$ cat config.mk
export PLATFORM = sky130hd
export DESIGN_NAME = adc_lane_deskew_cal
export DESIGN_NICKNAME = d
export VERILOG_FILES = /design/src/rtl/adc_lane_deskew_cal.sv
export SDC_FILE = /design/constraint.sdc
export NUM_CORES = 1
export LEC_CHECK = 0
export ABC_AREA = 1
export CAP_MARGIN = 10
export CORE_ASPECT_RATIO = 1.5
export CORE_MARGIN = 2
export CORE_UTILIZATION = 40
export DETAILED_ROUTE_END_ITERATION = 12
export PLACE_DENSITY = 0.57
export SETUP_SLACK_MARGIN = 0.5
export SLEW_MARGIN = 30
export SYNTH_ARGS = -nofsm -noshare
export SYNTH_HDL_FRONTEND = slang
export SYNTH_SLANG_ARGS = --single-unit
$ cat constraint.sdc
create_clock -name clock_in -period 10.4 [get_ports clock_in]
set_input_delay 1.04 -clock clock_in [delete_from_list [all_inputs] [get_ports clock_in]]
set_output_delay 1.04 -clock clock_in [all_outputs]
set_load 0.005 [all_outputs]
$ cat src/rtl/adc_lane_deskew_cal.sv
// Per-lane IDELAY calibration: sweeps every tap on all lanes against a known ADC
// test pattern, tracks the longest error-free tap run per lane and loads its centre.
module adc_lane_deskew_cal #(
    parameter int NUM_LANES     = 8,
    parameter int TAP_BITS      = 5,
    parameter int SETTLE_CYCLES = 16,
    parameter int CHECK_CYCLES  = 256,
    parameter int MIN_EYE       = 4
) (
    input  logic                              clock_in,
    input  logic                              reset_n,
    input  logic                              start,
    input  logic [NUM_LANES-1:0]              data_rise,
    input  logic [NUM_LANES-1:0]              data_fall,
    input  logic [NUM_LANES-1:0]              exp_rise,
    input  logic [NUM_LANES-1:0]              exp_fall,
    output logic [NUM_LANES-1:0]              delay_ld,
    output logic [NUM_LANES*TAP_BITS-1:0]     delay_wdata,
    output logic                              busy,
    output logic                              done,
    output logic [NUM_LANES-1:0]              lane_fail,
    output logic [NUM_LANES*(TAP_BITS+1)-1:0] lane_eye
);

    localparam int CNT_MAX = (SETTLE_CYCLES > CHECK_CYCLES) ? SETTLE_CYCLES : CHECK_CYCLES;
    localparam int CNT_W   = $clog2(CNT_MAX + 1);
    localparam logic [TAP_BITS-1:0] TAP_MAX = '1;

    typedef enum logic [2:0] {
        S_IDLE, S_LOAD, S_SETTLE, S_CHECK, S_UPDATE, S_APPLY, S_DONE
    } state_t;

    state_t                              state;
    logic [TAP_BITS-1:0]                 tap;
    logic [TAP_BITS-1:0]                 nxt_tap;
    logic [CNT_W-1:0]                    cnt;
    logic [NUM_LANES-1:0]                err;
    logic [NUM_LANES-1:0]                mism;
    logic [NUM_LANES-1:0][TAP_BITS:0]    cur_len, best_len, nxt_cur_len, nxt_best_len;
    logic [NUM_LANES-1:0][TAP_BITS-1:0]  cur_start, best_start, nxt_cur_start, nxt_best_start;
    logic [NUM_LANES*TAP_BITS-1:0]       apply_wdata;
    logic [NUM_LANES-1:0]                apply_fail;
    logic [NUM_LANES*(TAP_BITS+1)-1:0]   apply_eye;

    assign mism    = (data_rise ^ exp_rise) | (data_fall ^ exp_fall);
    assign nxt_tap = tap + 1'b1;

    // Run tracking for the UPDATE step; the final tap closes the open run so the
    // APPLY values can be registered straight from these results.
    always_comb begin
        logic [TAP_BITS:0]   cand_len;
        logic [TAP_BITS-1:0] cand_start;
        logic [TAP_BITS:0]   half;
        cand_len       = '0;
        cand_start     = '0;
        half           = '0;
        nxt_cur_len    = cur_len;
        nxt_cur_start  = cur_start;
        nxt_best_len   = best_len;
        nxt_best_start = best_start;
        apply_wdata    = '0;
        apply_fail     = '0;
        apply_eye      = '0;
        for (int unsigned i = 0; i < NUM_LANES; i++) begin
            cand_len   = cur_len[i];
            cand_start = cur_start[i];
            if (!err[i]) begin
                cand_len = cur_len[i] + 1'b1;
                if (cur_len[i] == '0) cand_start = tap;
            end
            if (err[i] || tap == TAP_MAX) begin
                if (cand_len > best_len[i]) begin
                    nxt_best_len[i]   = cand_len;
                    nxt_best_start[i] = cand_start;
                end
                nxt_cur_len[i] = '0;
            end else begin
                nxt_cur_len[i]   = cand_len;
                nxt_cur_start[i] = cand_start;
            end
            half          = (nxt_best_len[i] - 1'b1) >> 1;
            apply_fail[i] = nxt_best_len[i] < (TAP_BITS+1)'(MIN_EYE);
            apply_wdata[i*TAP_BITS +: TAP_BITS] =
                apply_fail[i] ? '0 : nxt_best_start[i] + half[TAP_BITS-1:0];
            apply_eye[i*(TAP_BITS+1) +: (TAP_BITS+1)] = nxt_best_len[i];
        end
    end

    always_ff @(posedge clock_in or negedge reset_n) begin
        if (!reset_n) begin
            state       <= S_IDLE;
            tap         <= '0;
            cnt         <= '0;
            err         <= '0;
            cur_len     <= '0;
            cur_start   <= '0;
            best_len    <= '0;
            best_start  <= '0;
            delay_ld    <= '0;
            delay_wdata <= '0;
            busy        <= 1'b0;
            done        <= 1'b0;
            lane_fail   <= '0;
            lane_eye    <= '0;
        end else begin
            delay_ld <= '0;
            case (state)
                S_IDLE, S_DONE: begin
                    if (start) begin
                        state       <= S_LOAD;
                        tap         <= '0;
                        err         <= '0;
                        cur_len     <= '0;
                        cur_start   <= '0;
                        best_len    <= '0;
                        best_start  <= '0;
                        busy        <= 1'b1;
                        done        <= 1'b0;
                        delay_ld    <= '1;
                        delay_wdata <= '0;
                        lane_fail   <= '0;
                        lane_eye    <= '0;
                    end
                end
                S_LOAD: begin
                    state <= S_SETTLE;
                    cnt   <= CNT_W'(SETTLE_CYCLES - 1);
                end
                S_SETTLE: begin
                    if (cnt == '0) begin
                        state <= S_CHECK;
                        cnt   <= CNT_W'(CHECK_CYCLES - 1);
                    end else begin
                        cnt <= cnt - 1'b1;
                    end
                end
                S_CHECK: begin
                    err <= err | mism;
                    if (cnt == '0) state <= S_UPDATE;
                    else           cnt   <= cnt - 1'b1;
                end
                S_UPDATE: begin
                    cur_len    <= nxt_cur_len;
                    cur_start  <= nxt_cur_start;
                    best_len   <= nxt_best_len;
                    best_start <= nxt_best_start;
                    err        <= '0;
                    delay_ld   <= '1;
                    if (tap == TAP_MAX) begin
                        state       <= S_APPLY;
                        delay_wdata <= apply_wdata;
                        lane_fail   <= apply_fail;
                        lane_eye    <= apply_eye;
                    end else begin
                        state       <= S_LOAD;
                        tap         <= nxt_tap;
                        delay_wdata <= {NUM_LANES{nxt_tap}};
                    end
                end
                S_APPLY: begin
                    state <= S_DONE;
                    busy  <= 1'b0;
                    done  <= 1'b1;
                end
                default: state <= S_IDLE;
            endcase
        end
    end

endmodule

# [Word-level counts from Yosys, hierarchy flattened]
# Cells that the tools add are included.
[totals] reg_bits=307 input_bits=35 out_inout_bits=106 elab_cells=258
[classes] add_sub_neg=26 magnitude_cmp=16 n_eq_ne=21 n_mux=111 bitwise_logic=4 reduce_logical=38
[op_table] operator="$pmux 48 s2" count=3
[op_table] operator="$mux 5" count=50
[op_table] operator="$pmux 40 s2" count=3
[op_table] operator="$mux 6" count=32
[op_table] operator="$mux 48" count=2
[op_table] operator="$mux 40" count=2
[op_table] operator="$add 6x1->6 const B" count=8
[op_table] operator="$gt 6x6->1" count=8
[op_table] operator="$logic_not 6->1" count=8
[op_table] operator="$lt 6x3->1 const B" count=8
[op_table] operator="$sub 6x1->6 const B" count=8
[op_table] operator="$add 5x5->5" count=8
[op_table] operator="$reduce_and 3->1" count=11
[op_table] operator="$pmux 8 s2" count=2
[op_table] operator="$ne 2x2->1 const B" count=14
[op_table] operator="$pmux 9 s3" count=1
[op_table] operator="$mux 8" count=3
[op_table] operator="$pmux 8 s3" count=1
[op_table] operator="$mux 9" count=2
[op_table] operator="$pmux 3 s6" count=1
[op_table] operator="$or 8x8->8" count=2
[op_table] operator="$xor 8x8->8" count=2
[op_table] operator="$mux 3" count=4
[op_table] operator="$pmux 5 s2" count=1
[op_table] operator="15 further kinds" count=32

# [Logic depth before layout (Yosys ltp)]
# Gate-level depths: netlist of run 1.
[depth] depth_word=10 depth_mapped=33

# [Least setup slack after synthesis of run 1]
# No wires, ideal clock.
[synth_timing] kind="reg-to-reg" from="register err[2]" to="register delay_wdata[14]" setup_time_ns=0.117 arrival_ns=3.573 path_slack_ns=6.710 stages_incl_launch_ff=29 period_less_slack_ns=3.690 path_cell_list="dfrtp_1 > buf_4 > inv_1 > nand2_1 > nor2_1 > nand3_1 > nand2_1 > inv_1 > ha_1 > nand2_1 > nor2_1 > nand2_1 > nand3_2 > nand2_2 > buf_6 > nand2_1 > nand2_1 > ha_1 > inv_1 > ha_1 > fa_1 > a31oi_1 > nand3_1 > nand2_1 > nand2_1 > nand3_1 > nand2_1 > nand2_1 > nand2_1"
[synth_via] elab_chain_len=9
[synth_rtl] item="from (decl)" line="37" text="logic [NUM_LANES-1:0] err;"
[synth_rtl] item="from (signal assigned)" line="138" text="err <= err | mism;"
[synth_rtl] item="$mux 6" line="67" text="if (!err[i]) begin"
[synth_rtl] item="$gt 6x6->1" line="72" text="if (cand_len > best_len[i]) begin"
[synth_rtl] item="$mux 6" line="72"
[synth_rtl] item="$mux 6" line="71" text="if (err[i] || tap == TAP_MAX) begin"
[synth_rtl] item="$sub 6x1->6" line="81" text="half = (nxt_best_len[i] - 1'b1) >> 1;"
[synth_rtl] item="$add 5x5->5" line="84" text="apply_fail[i] ? '0 : nxt_best_start[i] + half[TAP_BITS-1:0];"
[synth_rtl] item="$mux 5 (*)" line="84"
[synth_rtl] item="$mux 40 (*)" line="149" text="if (tap == TAP_MAX) begin"
[synth_rtl] item="$pmux 40 s2 (*)" line="107" text="case (state)"
[synth_rtl] item="to (signal assigned)" line="151" text="delay_wdata <= apply_wdata;"
[synth_rtl] item="to (signal assigned)" line="157" text="delay_wdata <= {NUM_LANES{nxt_tap}};"
[synth_rtl] item="to (decl)" line="18" text="output logic [NUM_LANES*TAP_BITS-1:0] delay_wdata,"
# Mark *: on every way between the ends. The rest lies on a longest branch, timed or not.
# A chain may end at the register's enable or synchronous reset.

# [Final worst setup path of run 1]
[layout_timing] from="register tap[0]" to="register delay_wdata[29]"
[layout_via] elab_chain_len=8
[layout_rtl] item="from (decl)" line="34" text="logic [TAP_BITS-1:0] tap;"
[layout_rtl] item="from (signal assigned)" line="156" text="tap <= nxt_tap;"
[layout_rtl] item="$eq 5x5->1 / $mux 5 (equally long branches)" line="71, 149, 69"
[layout_rtl] item="$logic_or 1x1->1 / $mux 5 (equally long branches)" line="71, 67"
[layout_rtl] item="$mux 6 / $mux 5 (equally long branches)" line="71, 72"
[layout_rtl] item="$sub 6x1->6 / $mux 5 (equally long branches)" line="81, 71"
[layout_rtl] item="$add 5x5->5" line="84"
[layout_rtl] item="$mux 5" line="84"
[layout_rtl] item="$mux 40 (*)" line="149"
[layout_rtl] item="$pmux 40 s2 (*)" line="107"
# Marks and branches as above.

==> results of run 1 <==
==> path summary, 6_finish.rpt <==
| check | startpoint | cells after the start | endpoint |
|---|---|---|---|
| setup / recovery | tap[0]$_DFFE_PN0P_ | 22 | delay_wdata[29]$_DFFE_PN0P_ |
| hold / removal | reset_n | 1 | lane_eye[6]$_DFFE_PN0P_ |
| setup reg to reg | tap[0]$_DFFE_PN0P_ | 22 | delay_wdata[29]$_DFFE_PN0P_ |
| hold reg to reg | lane_eye[45]$_DFFE_PN0P_ | 2 | lane_eye[45]$_DFFE_PN0P_ |
| max in group asynchronous | reset_n | 3 | lane_eye[32]$_DFFE_PN0P_ |
| min in group clock_in | lane_eye[45]$_DFFE_PN0P_ | 2 | lane_eye[45]$_DFFE_PN0P_ |
==> cell families (layout without fill, tap and decap cells) <==
| group | after synthesis | in the layout | share of synthesized area (%) |
|---|---|---|---|
| simple gates | 974 | 974 | 22.3 |
| compound gates | 488 | 488 | 15.9 |
| buf+inv | 395 | 519 | 8.89 |
| flops | 300 | 300 | 41.6 |
| fa+ha+maj | 114 | 114 | 8.24 |
| xor+xnor | 64 | 64 | 3.11 |
==> worst max-delay path, stage by stage (launching register included) <==
cell	delay [ns]
dfrtp_1	0.60
ha_1	0.24
nand2_1	0.08
nor2_1	0.12
ha_1	0.59
buf_4	0.41
nor2_1	0.12
a21oi_2	0.25
nand2_2	0.28
nand2_1	0.13
nand2_1	0.10
ha_1	0.30
inv_1	0.04
ha_1	0.19
fa_1	0.40
a31oi_1	0.21
nand3_1	0.13
nand2_1	0.08
nand2_1	0.05
nand3_1	0.06
nand2_1	0.06
nand2_1	0.06
nand2_1	0.06
==> area by class of cell <==
class / count / area (um^2)
Tap cell: 582 / 728
Timing Repair Buffer: 155 / 1530
Multi-Input combinational cell: 1640 / 8960
Sequential cell: 300 / 7510
Fill cell: 4510 / 23800
Clock inverter: 14 / 115
Inverter: 306 / 1150
Clock buffer: 44 / 905
==> metal layers <==
| metal | routed length (um) | up-vias |
|---|---|---|
| li1 | - | 7847 |
| met4 | 1960 | 2 |
| met2 | 26800 | 330 |
| met3 | 2080 | 106 |
| met5 | 13 | - |
| met1 | 21500 | 7561 |
==> cell usage after synthesis, types with 6 or more instances <==
cell type,n
a21o_1,8
a21oi_1,47
a21oi_2,6
a31oi_1,16
a32o_1,36
buf_2,28
buf_4,13
clkbuf_1,38
dfrtp_1,300
fa_1,8
ha_1,106
inv_1,299
nand2_1,656
nand2_2,6
nand3_1,117
nand3_2,8
nand3b_1,7
nand4_1,17
nor2_1,124
nor3_1,11
o21ai_0,256
o21ai_1,27
o21ai_2,8
o22ai_1,72
or2_2,23
xnor2_1,9
xor2_1,55
==> sequential cells by signal, summed over array words and instances (netlist names) <==
register / flops
delay_wdata: 40
cnt: 9
best_len: 48
state: 3
cur_len: 48
cur_start: 40
lane_eye: 48
err: 8
done: 1
best_start: 40
tap: 5
lane_fail: 8
delay_ld: 1
busy: 1
==> stage by stage <==
stage               hold slack [ns]  utilization [%]
floorplan                     0.458                -
global placement              0.458             44.5
detailed placement            0.468             44.5
CTS                           0.473             46.8
global route                  0.491             46.8
finish                        0.438             46.8
==> results.yml, run 1 <==
status:
  status: "finished, final reports clean"
timing:
  timing.setup.tns_ns: 0
  fin_worst_skew_ns: 0.0248
  fmax_mhz: 213
  tightest_slew_ns: 0.915
  setup_slack_ns: 5.70
  hold_viol_final: 0
  drv_slew: 0
  post-route-period-util_pct: 45.2
  setup_viol: 0
  max-slew-margin-rel_pct: 38.8
  period_needed_ns: 4.70
  rsz0062_at_grt: "false"
global_route:
  antenna_found_initial: 1
  use_met3_pct: 2.46
  grt_overflow: 0
  grt_pass1_wl_um: 83200
  grt_max_degree: 160
  track_usage_pct: 22.5
  busiest_layer: "met2"
  grt_util_met1_pct: 26.9
  grt.met2_usage_pct: 41.0
  grt_pass1_vias: 15688
setup_path:
  required_ns: 10.89
  critPathCaptureType: "register"
  worstPathArrival_ns: 5.18
  crit_type: "register to register"
  rrSetupSlack_ns: 5.70
  worstPathMaxFanout: 23
  startpoint_type: "register"
detailed_routing:
  vias: 15846
  ant_nets: 0
  routedWlPerCell_um: 17.2
  drcViolationCount: 0
  avgViaCountPerCell: 5.21
  drt_iter0_drc: 940
  drtPass1Iterations: 5
  routed_wl_um: 52400
floorplan:
  placeableCoreArea_um2: 44700
  row_count: 95
  initial_core_util_pct: 40.4
  dieArea_um2: 46900
  die_h_um: 264
  io_pins: 141
  die_w_um: 177
worst_hold_path:
  hp-class: "input port to asynchronous set/reset pin"
place:
  hpwl_um: 36700
  dp.cells: 2983
  place_ws_ns: 5.75
  gp_congestion: 0.858
  placed_area_um2: 19900
  port_buffers: 140
synth:
  synth_edf_count: 0
  synth_area_leader_cell: "dfrtp_1"
  yosys_warnings: 0
  yosysSeqAreaShare_pct: 41.6
  syn_area_um2: 18000
  netlist.area_leader.share_pct: 41.6
  syn_inst: 2335
  synth_cell_types: 38
  syn_area_per_cell_um2: 7.73
  synthFlopType: "dfrtp_1"
  synth.area.top_cells: "dfrtp_1 42%, nand2_1 14%, ha_1 7.3%"
  async_flop_share_pct: 100
  synth.net_count: 2484
  synth-seq-cells: 300
final_layout:
  syn_to_final_growth_pct: 15.8
  final_common_cell: "nand2_1"
  layout_common_cells: "656 x nand2_1, 300 x dfrtp_1, 298 x inv_1"
  drive_gt1_share_pct: 5.53
  insertedDiodeCount: 0
  fin_nets: 2583
  stdcell_count: 3041
  finalInstanceArea_um2: 20900
cts:
  clkLatencyLatePin_ns: 0.60
  cts_setup_buffers: 0
  cts_resized: 0
  cts_root_buf: "clkbuf_16"
  postCtsHoldBufs: 0
  h-tree-depth: 1
  cts_made_buffers: 31
  clk_pin_slew_ns: 0.06
  cts.path.max_buffers: 3
  clock-sinks: 300
  cts_tree: "yes"
job:
  cap_viol_max_count: 0
Power of run 1 is left out: the tool's default activity adds up to more than one toggle a clock period on the data nets, which glitch-free logic cannot reach.
==> inputs of run 2 (changes only) <==
--- a/config.mk
+++ b/config.mk
@@ -11,7 +11,7 @@
 export CORE_MARGIN = 2
 export CORE_UTILIZATION = 40
 export DETAILED_ROUTE_END_ITERATION = 12
-export PLACE_DENSITY = 0.57
+export PLACE_DENSITY = 0.6
 export SETUP_SLACK_MARGIN = 0.5
 export SLEW_MARGIN = 30
 export SYNTH_ARGS = -nofsm -noshare
==> constraint.sdc (replaced) <==
create_clock -name clock_in -period 4.05 [get_ports clock_in]
set_input_delay 0.405 -clock clock_in [delete_from_list [all_inputs] [get_ports clock_in]]
set_output_delay 0.405 -clock clock_in [all_outputs]
set_load 0.005 [all_outputs]
==> results.yml, run 2 (synthesis gave the netlist of run 1 again) <==
timing:
  fmax_mhz: 265
  fin_worst_skew_ns: 0.0154
  period_needed_ns: 3.77
  drv_slew: 0
  hold_viol_final: 0
  tightest_slew_ns: 0.879
  timing.setup.tns_ns: 0
  post-route-period-util_pct: 93.1
  max-slew-margin-rel_pct: 41.4
  rsz0062_at_grt: "true"
  finalHoldWorstSlack_ns: 0.455
  setup_viol: 0
setup_path:
  rrSetupSlack_ns: 0.28
  required_ns: 4.46
  crit_family: "compound AO/OA/AOI/OAI gates"
  critPathCaptureType: "register"
  worstPathArrival_ns: 4.18
  reg2reg_depth: 24
  timing.rr.end: "delay_wdata[34]$_DFFE_PN0P_"
  endpoint: "delay_wdata[34]$_DFFE_PN0P_"
  cp_cell_sequence: "buf_4 -> inv_1 -> ha_1 -> inv_1 -> o21ai_2 -> ha_1 -> nand2_1 -> inv_1 -> a21oi_4 -> nand2_4 -> buf_4 -> o21ai_2 -> nand3_2 -> xor2_1 -> ha_1 -> a21o_1 -> a31oi_4 -> nand2_2 -> nand2_1 -> nand2_1 -> nand3_2 -> nand2_1 -> nand2_1 -> nand2_1"
  r2r-start: "cur_len[37]$_DFFE_PN0P_"
  crit_buf_inv: 5
  startpoint_type: "register"
  slowest_stage: "dfrtp_2"
  crit_top_cell: "nand2_1"
  crit_type: "register to register"
  cp_slowest_stage_delay_ns: 0.40
  worstPathMaxFanout: 4
  startpoint: "cur_len[37]$_DFFE_PN0P_"
  worst-path-stages: 24
floorplan:
  row_count: 95
  dieArea_um2: 46900
  die_h_um: 264
  die_w_um: 177
  initial_core_util_pct: 40.4
  io_pins: 141
  placeableCoreArea_um2: 44700
global_route:
  grt_pass1_vias: 17178
  grt_max_degree: 98
  antenna_found_initial: 0
  grt_pass1_wl_um: 88300
  grt_overflow: 0
  track_usage_pct: 23.6
detailed_routing:
  vias: 17005
  routedWlPerCell_um: 17.4
  drcViolationCount: 0
  routed_wl_um: 55900
  avgViaCountPerCell: 5.30
  drtPass1Iterations: 5
  drt_iter0_drc: 959
  ant_nets: 0
final_layout:
  drive_gt1_share_pct: 23.9
  final_common_cell: "nand2_1"
  reg.largest.list: "best_len (48), cur_len (48), lane_eye (48)"
  fillCellCount: 4081
  insertedDiodeCount: 0
  fin_nets: 2755
  layout_common_cells: "545 x nand2_1, 287 x dfrtp_1, 275 x inv_1"
  stdcell_count: 3209
  syn_to_final_growth_pct: 36.2
cts:
  clk_pin_slew_ns: 0.06
  cts_root_buf: "clkbuf_16"
  cts_made_buffers: 34
  clock-sinks: 300
  clkLatencyLatePin_ns: 0.53
  h-tree-depth: 2
  cts.path.max_buffers: 3
  cts_tree: "yes"
worst_hold_path:
  hp-class: "input port to asynchronous set/reset pin"
job:
  cap_viol_max_count: 0
place:
  gp_congestion: 0.868
  dp.cells: 3034
  hpwl_um: 37100
  port_buffers: 140
status:
  status: "finished, final reports clean"
-- run 2: repair_timing --
item,CTS,global route
resized for setup,201,234
hold buffers,1,0
buffers inserted,76,40
gates cloned,1,0
setup endpoints to repair,27,31
pin swaps,145,166
hold endpoints to repair,92,0
-- run 2: layout make-up --
class / instances / area [um^2] / area share (%)
clock buffers: 41 / 971 / 3.95
clock inverters: 16 / 364 / 1.48
inverters: 306 / 1150 / 4.67
multi-input cells: 1641 / 11000 / 44.6
flip-flops and latches: 300 / 7520 / 30.6
well taps: 582 / 728 / 2.96
repair buffers: 323 / 2890 / 11.8
-- run 2: stage by stage --
step	instance area (um^2)	setup slack, ns	util (%)
6_report	24600	0.280	55.0
5_1_grt	24600	0.121	55.0
4_1_cts	23300	0.384	52.1
3_5_place_dp	20500	-0.0749	45.9
3_3_place_gp	20500	0.0807	45.9
2_1_floorplan	18300	0.487	-
-- run 2: layer usage --
layer / global-route usage [%] / wire, um / up-vias / share of wire [%]
met5: 0 / 0 / - / 0
met4: 9.79 / 2460 / 0 / 4.4
met3: 2.68 / 2120 / 145 / 3.8
met2: 42.8 / 28800 / 412 / 51
met1: 27.9 / 22500 / 8263 / 40
li1: - / - / 8185 / -
-- run 2: worst min path at each step --
stage | from | cells after the start | slack [ns] | endpoint
floorplan | reset_n | 0 | 0.11 | best_len[0]$_DFFE_PN0P_
global placement | done$_DFFE_PN0P_ | 2 | 0.47 | done$_DFFE_PN0P_
detailed placement | delay_wdata[4]$_DFFE_PN0P_ | 2 | 0.47 | delay_wdata[4]$_DFFE_PN0P_
CTS | delay_wdata[4]$_DFFE_PN0P_ | 2 | 0.49 | delay_wdata[4]$_DFFE_PN0P_
global route | best_start[20]$_DFFE_PN0P_ | 1 | 0.50 | best_start[20]$_DFFE_PN0P_
finish | reset_n | 2 | 0.45 | lane_eye[19]$_DFFE_PN0P_
Power of run 2 is left out for the same reason.
